`src/rtl/rv32i_pkg.sv`:
```
// Shared RV32I sequencing definitions: FSM state encodings and major opcode constants.
package rv32i_pkg;

  typedef enum logic [2:0] {
    StIdle   = 3'd0,
    StFetch  = 3'd1,
    StDecode = 3'd2,
    StExec   = 3'd3,
    StMem    = 3'd4,
    StWb     = 3'd5,
    StErr    = 3'd6
  } seq_state_e;

  localparam logic [6:0] OpcLoad   = 7'b0000011;
  localparam logic [6:0] OpcStore  = 7'b0100011;
  localparam logic [6:0] OpcBranch = 7'b1100011;
  localparam logic [6:0] OpcOp     = 7'b0110011;
  localparam logic [6:0] OpcOpImm  = 7'b0010011;

  function automatic logic opc_is_branch(input logic [6:0] opc);
    return opc == OpcBranch;
  endfunction

  function automatic logic opc_is_known(input logic [6:0] opc);
    return opc inside {OpcLoad, OpcStore, OpcBranch, OpcOp, OpcOpImm};
  endfunction

endpackage

```
`src/rtl/seq_timeout_ctr.sv`:
```
// Wait-cycle counter for outstanding memory requests; expired fires on the LIMIT-th waiting cycle.
module seq_timeout_ctr #(
  parameter int unsigned LIMIT = 16
) (
  input  logic clk,
  input  logic rst,
  input  logic count_en,
  input  logic clear,
  output logic expired
);

  localparam int unsigned CntW = $clog2(LIMIT + 1);

  logic [CntW-1:0] cnt_q;

  // Asserted combinationally so the FSM leaves on the same edge the count reaches LIMIT.
  assign expired = count_en && (cnt_q == CntW'(LIMIT - 1));

  always_ff @(posedge clk or posedge rst) begin
    if (rst) begin
      cnt_q <= '0;
    end else if (clear) begin
      cnt_q <= '0;
    end else if (count_en) begin
      cnt_q <= cnt_q + CntW'(1);
    end
  end

endmodule

```
`src/rtl/core_sequencer.sv`:
```
// Multi-cycle instruction sequencer: fetch, decode, execute, memory, write-back with timeout.
// Optional SEQ_PERF_CNT_EN adds a 32-bit retired-instruction counter on instret.
module core_sequencer
  import rv32i_pkg::*;
#(
  parameter logic [31:0] RESET_PC    = 32'h0000_0000,
  parameter int unsigned MEM_TIMEOUT = 16
) (
  input  logic        clk,
  input  logic        rst,
  input  logic        run,
  input  logic [31:0] ins,
  output logic        imem_req,
  output logic [31:0] imem_addr,
  input  logic        imem_ack,
  input  logic        dm_en_in,
  input  logic        dm_rw_in,
  output logic        dm_req,
  output logic        dm_we,
  input  logic        dm_ack,
  input  logic        branch_taken,
  input  logic [31:0] branch_target,
  output logic [31:0] ir,
  output logic [31:0] pc,
  output logic        rf_we,
  output logic        retire,
  output logic [2:0]  state,
  output logic        err,
  output logic [31:0] instret
);

  seq_state_e  state_q, state_d;
  logic [31:0] pc_q, pc_d;
  logic [31:0] ir_q, ir_d;
  logic        store_q, store_d;
  logic        err_q;
  logic        tmo_expired;
  logic        tmo_count_en;
  seq_state_e  after_retire;

  logic unused_tgt_lsbs;
  logic unused_opc_known;
  assign unused_tgt_lsbs  = ^branch_target[1:0];
  assign unused_opc_known = opc_is_known(ir_q[6:0]);

  assign after_retire = run ? StFetch : StIdle;

  always_comb begin
    state_d  = state_q;
    pc_d     = pc_q;
    ir_d     = ir_q;
    store_d  = store_q;
    imem_req = 1'b0;
    dm_req   = 1'b0;
    dm_we    = 1'b0;
    rf_we    = 1'b0;
    retire   = 1'b0;
    unique case (state_q)
      StIdle: begin
        if (run) state_d = StFetch;
      end
      StFetch: begin
        imem_req = 1'b1;
        if (imem_ack) begin
          ir_d    = ins;
          state_d = StDecode;
        end else if (tmo_expired) begin
          state_d = StErr;
        end
      end
      StDecode: state_d = StExec;
      StExec: begin
        if (opc_is_branch(ir_q[6:0])) begin
          retire  = 1'b1;
          pc_d    = branch_taken ? {branch_target[31:2], 2'b00} : pc_q + 32'd4;
          state_d = after_retire;
        end else if (dm_en_in) begin
          store_d = dm_rw_in;
          state_d = StMem;
        end else begin
          state_d = StWb;
        end
      end
      StMem: begin
        dm_req = 1'b1;
        dm_we  = store_q;
        if (dm_ack) begin
          if (store_q) begin
            retire  = 1'b1;
            pc_d    = pc_q + 32'd4;
            state_d = after_retire;
          end else begin
            state_d = StWb;
          end
        end else if (tmo_expired) begin
          state_d = StErr;
        end
      end
      StWb: begin
        rf_we   = 1'b1;
        retire  = 1'b1;
        pc_d    = pc_q + 32'd4;
        state_d = after_retire;
      end
      StErr: state_d = StErr;
      default: state_d = StErr;
    endcase
  end

  always_ff @(posedge clk or posedge rst) begin
    if (rst) begin
      state_q <= StIdle;
      pc_q    <= RESET_PC;
      ir_q    <= '0;
      store_q <= 1'b0;
      err_q   <= 1'b0;
    end else begin
      state_q <= state_d;
      pc_q    <= pc_d;
      ir_q    <= ir_d;
      store_q <= store_d;
      if (state_d == StErr) err_q <= 1'b1;
    end
  end

  assign tmo_count_en = ((state_q == StFetch) && !imem_ack) || ((state_q == StMem) && !dm_ack);

  seq_timeout_ctr #(
    .LIMIT(MEM_TIMEOUT)
  ) u_timeout (
    .clk     (clk),
    .rst     (rst),
    .count_en(tmo_count_en),
    .clear   (state_d != state_q),
    .expired (tmo_expired)
  );

`ifdef SEQ_PERF_CNT_EN
  logic [31:0] instret_q;
  always_ff @(posedge clk or posedge rst) begin
    if (rst) begin
      instret_q <= '0;
    end else if (retire) begin
      instret_q <= instret_q + 32'd1;
    end
  end
  assign instret = instret_q;
`else
  assign instret = '0;
`endif

  assign imem_addr = pc_q;
  assign pc        = pc_q;
  assign ir        = ir_q;
  assign state     = state_q;
  assign err       = err_q;

endmodule

```
`config.mk`:
```
export PLATFORM = sky130hd
export DESIGN_NAME = core_sequencer
export DESIGN_NICKNAME = d
export VERILOG_FILES = /design/src/rtl/rv32i_pkg.sv /design/src/rtl/seq_timeout_ctr.sv /design/src/rtl/core_sequencer.sv
export SDC_FILE = /design/constraint.sdc
export NUM_CORES = 1
export LEC_CHECK = 0
export CORE_UTILIZATION = 35
export CTS_CLUSTER_DIAMETER = 120
export CTS_CLUSTER_SIZE = 12
export DETAILED_ROUTE_END_ITERATION = 8
export HOLD_SLACK_MARGIN = 0.1
export PLACE_DENSITY = 0.82
export SYNTH_ARGS = -nofsm -noshare
export SYNTH_HDL_FRONTEND = slang
export SYNTH_SLANG_ARGS = --single-unit
```
`constraint.sdc`:
```
create_clock -name clk -period 5.5 [get_ports clk]
set_input_delay 0.55 -clock clk [delete_from_list [all_inputs] [get_ports clk]]
set_output_delay 0.55 -clock clk [all_outputs]
set_load 0.01 [all_outputs]
```
Word-level counts from Yosys, hierarchy flattened
Cells that the tools add are included.
Word-level totals
  flip-flop bits (word level): 74
  bits of input ports: 72
  output and inout port bits: 137
  logic and storage cells: 57
Cells by class
  add/sub/neg operators: 2
  equality and inequality tests: 12
  multiplexer cells: 24
  bitwise logic cells: 1
  reductions and logical operators: 12
Operator list (count)
  2-to-1 mux 32 bit: 4
  case mux 32 bit (3 select lines): 1
  adder 32 x 3 -> 32 bit, second input constant: 1
  2-to-1 mux 3 bit: 6
  case mux 3 bit (6 select lines): 1
  2-to-1 mux 5 bit: 2
  equality test 3 bit, second input constant: 3
  2-to-1 mux 1 bit: 9
  equality test 7 bit, second input constant: 1
  equality test 3 x 2 -> 1 bit, second input constant: 2
  != test 2 bit, second input constant: 3
  adder 5 x 1 -> 5 bit, second input constant: 1
  equality test 5 x 4 -> 1 bit, second input constant: 1
  AND reduction 4 bit: 1
  equality test 3 x 1 -> 1 bit, second input constant: 1
  logical AND 1 bit: 3
  logical NOT 3 bit: 1
  != test 3 bit: 1
  case mux 1 bit (3 select lines): 1
  AND reduction 3 bit: 1
  nonzero test 3 bit: 1
  logical NOT 1 bit: 2
  AND reduction 2 bit: 1
  nonzero test 2 bit: 1
  other kinds (2): 2

Longest topological paths before layout
  depth after elaboration: 9
  gate-level depth with buffers: 9
  mapped depth without buffers: 8

By module
Synthesis repeated with hierarchy kept, for this count alone.
Unflattened totals
  cells, all modules: 440
  area total of the unflattened synthesis: 4302.9 um2
By module, submodules not included
  core_sequencer: instances 1, cells each 415, area an instance 4013.8 um2, sequential area each 1676.6 um2
  seq_timeout_ctr: instances 1, cells each 25, area an instance 289.0 um2, sequential area each 125.1 um2

Least setup slack after synthesis
No wires, ideal clock.
  path type: register to output
  start: reg ir_q[3], in the netlist ir[3]
  end: out retire
  arrival: 1.742 ns
  data required time: 4.950 ns
  path slack: 3.208 ns
  stages on the path, launching flop included: 6
  path buffers: 2
  cells stage by stage: dfrtp_1 -> or4b_4 -> o32a_1 -> inv_1 -> buf_2 -> buf_2
On the way
  cells in the longest elaborated chain, start to end: 3
Ends and longest elaborated chain
  start: declaration: line core_sequencer.sv:34  | logic [31:0] ir_q, ir_d;
  start signal: assignment: line core_sequencer.sv:120  | ir_q <= ir_d;
  equality test 7 bit: line rv32i_pkg.sv:21  | return opc == OpcBranch;
  2-to-1 mux 1 bit: line core_sequencer.sv:73  | if (opc_is_branch(ir_q[6:0])) begin
  case mux 1 bit (3 select lines): line core_sequencer.sv:58  | unique case (state_q)
  end: declaration: line core_sequencer.sv:26  | output logic retire,
Every way passes these cells.

Worst setup path in the final report
Same ends and word-level chain as after synthesis.

==> metrics <==
status finished with violations; violations in the final reports design-rule violations; mean cell area of the mapped netlist 9.38 um^2; max frequency 0.326 GHz; Worst Hold Endpoint err; total inserted antenna cells 0; clock tree from TritonCTS built; Rel. slew slack 0.340; CTS root buffer clkbuf_16; post-layout minimum cycle time 3060 ps; area used by sequential logic in the layout 1800 um^2; slowest cell on the critical path or4b_4; vertical die dimension 112 um; DRC 15; worst vdd ir 0.256 mV; endpoint of the most critical register-to-register path u_timeout.cnt_q[4]; DRT iter0 DRCs 325; first drt pass iteration count 9; HPWL after detailed placement 8290 um; delay-heaviest family, CP buffers and inverters; largest fanout on the critical path 29; DIE WIDTH 112 um; maximum number of pins on one net before global-route repair 73; number of port buffers 170; CP Data Required Time 4950 ps; Finished Core Util 0.517; Post-synth top flop dfrtp_1; biggest cell delay along the critical path 570 ps; setup total negative slack 0 ps; Sinks on Clock Net 72; clock network latency to the later pin of the worst-skew pair 320 ps; maximum buffer depth of the clock tree 2; Power per Cell Area 549 nW/um^2; RePlAce Congestion 0.844; cells along the critical path or4b_4 > o32a_1 > buf_4 > inv_1 > clkdlybuf4s50_1; wire per inst 15.7 um; Worst Hold Class register to register; source of the critical timing path ir[3]; final worst path period share 0.557; Post-CTS Setup Repair Bufs 0; clock-pin transition on the worst setup and hold timing paths 60 ps; Worst R2R Path Depth 8; leakage power summed over all cells 2.40 nW; worst min-delay path startpoint err; Yosys cell types 52; commonest non-fill, non-tap cell in the layout clkdlybuf4s50_1; via density per instance 5.31; Worst Hold Path Cells 1; number of synthesized flops with an enable pin 0; initial cell density of the core 0.367; ys async rst share 1.00; Resized cells post-CTS 0; number of top-level design ports 209; launching element type of the critical path register; share of the synthesized area in the top cell type 0.423; number of buffer and inverter stages on the critical path 3; leading area contributor after synthesis dfrtp_1; initial antenna violation count 0; cell types with the largest area share after synthesis dfrtp_1, buf_4, mux2_2; count of final hold-check violations 0; hold-fix buffers at CTS 0; total of flip-flops plus latches after synthesis 72; unrepaired setup endpoints after global routing false; fraction of layout cells with a size suffix above 1 0.107; total die area 12,600 um^2; area of the core 11,600 um^2; final net count 660; Synth Cell Area 4260 um^2; number of nets still failing antenna checks after routing 0; synth-to-layout area growth 41.1%; top library cells by usage in the layout, fill and taps aside clkdlybuf4s50_1, dfrtp_1, a21oi_1; fillcell total 1,074; total clock buffers created by CTS 9; count of final setup violators 0; H-tree levels 3; max-cap check violation count 0; total area of multi-input combinational cells 1950 um^2; overflow left after global routing 0; via count 3,889; Least-Margin Pin Slew 990 ps; vias in the first global route 3,777; part of the Yosys area used for sequential elements 0.423; arrival time at the worst endpoint 2510 ps; warning count from the yosys run 0; type of the worst setup path register to output pin; count of standard-cell rows 39; first-pass GRT wire length 18,300 um; Reg2Reg Setup Slack 2980 ps; combined global-route utilization of all metal layers 0.182; skew final 6.58 ps; Final Max Slew Viols 0; final WL 11,500 um; Reg-to-Reg Start u_timeout.cnt_q[0]; kind of capture point of the worst setup path output pin; synthesized netlist cell count 454
[flip-flops by register name, summed over array words and instances, names as in the netlist]
signal / flops
err: 1
imem_addr: 30
u_timeout.cnt_q: 5
ir: 32
state: 3
store_q: 1
[per-layer routing]
layer | up-vias | global-route usage | wire [um]
li1 | 1785 | - | -
met1 | 1872 | 0.204 | 4430
met2 | 216 | 0.329 | 5950
met3 | 16 | 0.0475 | 991
met4 | 0 | 0.0764 | 139
met5 | - | 0 | 0
[worst max path at each step]
stage / cells after the start / slack (ps) / endpoint
finish: 5 / 2440 / retire
global route: 5 / 2340 / retire
CTS: 5 / 2410 / retire
detailed placement: 6 / 2590 / retire
global placement: 6 / 2620 / retire
floorplan: 1 / 3130 / err
[Yosys cell counts (2+ instances only)]
library cell,count
nor3_1,12
buf_2,7
a21oi_1,37
or3_1,4
o31ai_1,2
nand2b_1,3
or4_1,3
and4_1,5
dfrtp_1,72
o22a_1,7
a2bb2oi_1,2
and2_1,2
a31oi_1,4
o2bb2ai_1,3
clkbuf_1,16
ha_1,3
and3_1,3
mux2_2,34
mux2i_1,3
nand3_1,21
buf_4,66
or2_2,2
nor2_1,32
nand4_1,11
nor4b_1,2
nor3b_1,4
nand2_1,25
xor2_1,2
inv_1,11
o22ai_1,10
o21ai_0,22
a211oi_1,4
[stage by stage]
step	hold slack, ps	instance area [um^2]	setup WS [ps]	std cells	power (mW)
6_report	468	6010	2440	733	3.30
5_1_grt	508	6010	2340	733	3.50
4_1_cts	480	6010	2410	733	3.33
3_5_place_dp	467	5710	2590	717	2.73
3_3_place_gp	440	5710	2620	717	2.67
2_1_floorplan	493	4390	3130	489	1.96
[final cells by class]
type / instances / area share
inverters: 11 / 0.00687
well taps: 143 / 0.0298
repair buffers: 175 / 0.290
clock inverters: 7 / 0.0119
clock buffers: 9 / 0.0375
flip-flops and latches: 72 / 0.300
multi-input cells: 316 / 0.325
[power by group]
group	total (mW)	switching, mW	internal, mW
logic	1.67	0.732	0.934
clock network	0.576	0.225	0.351
registers	1.06	0.286	0.772
[kinds of logic (layout without fill, tap and decap cells)]
family	count (synthesis)	in the layout	synth area share
xor+xnor	3	3	0.00617
compound gates	101	101	0.146
simple gates	136	136	0.167
buf+inv	101	202	0.151
mux	37	37	0.0970
flops	72	72	0.423
other cells	1	36	0.000881
fa+ha+maj	3	3	0.00882
Note: power is estimated with default switching activity, not from simulation.
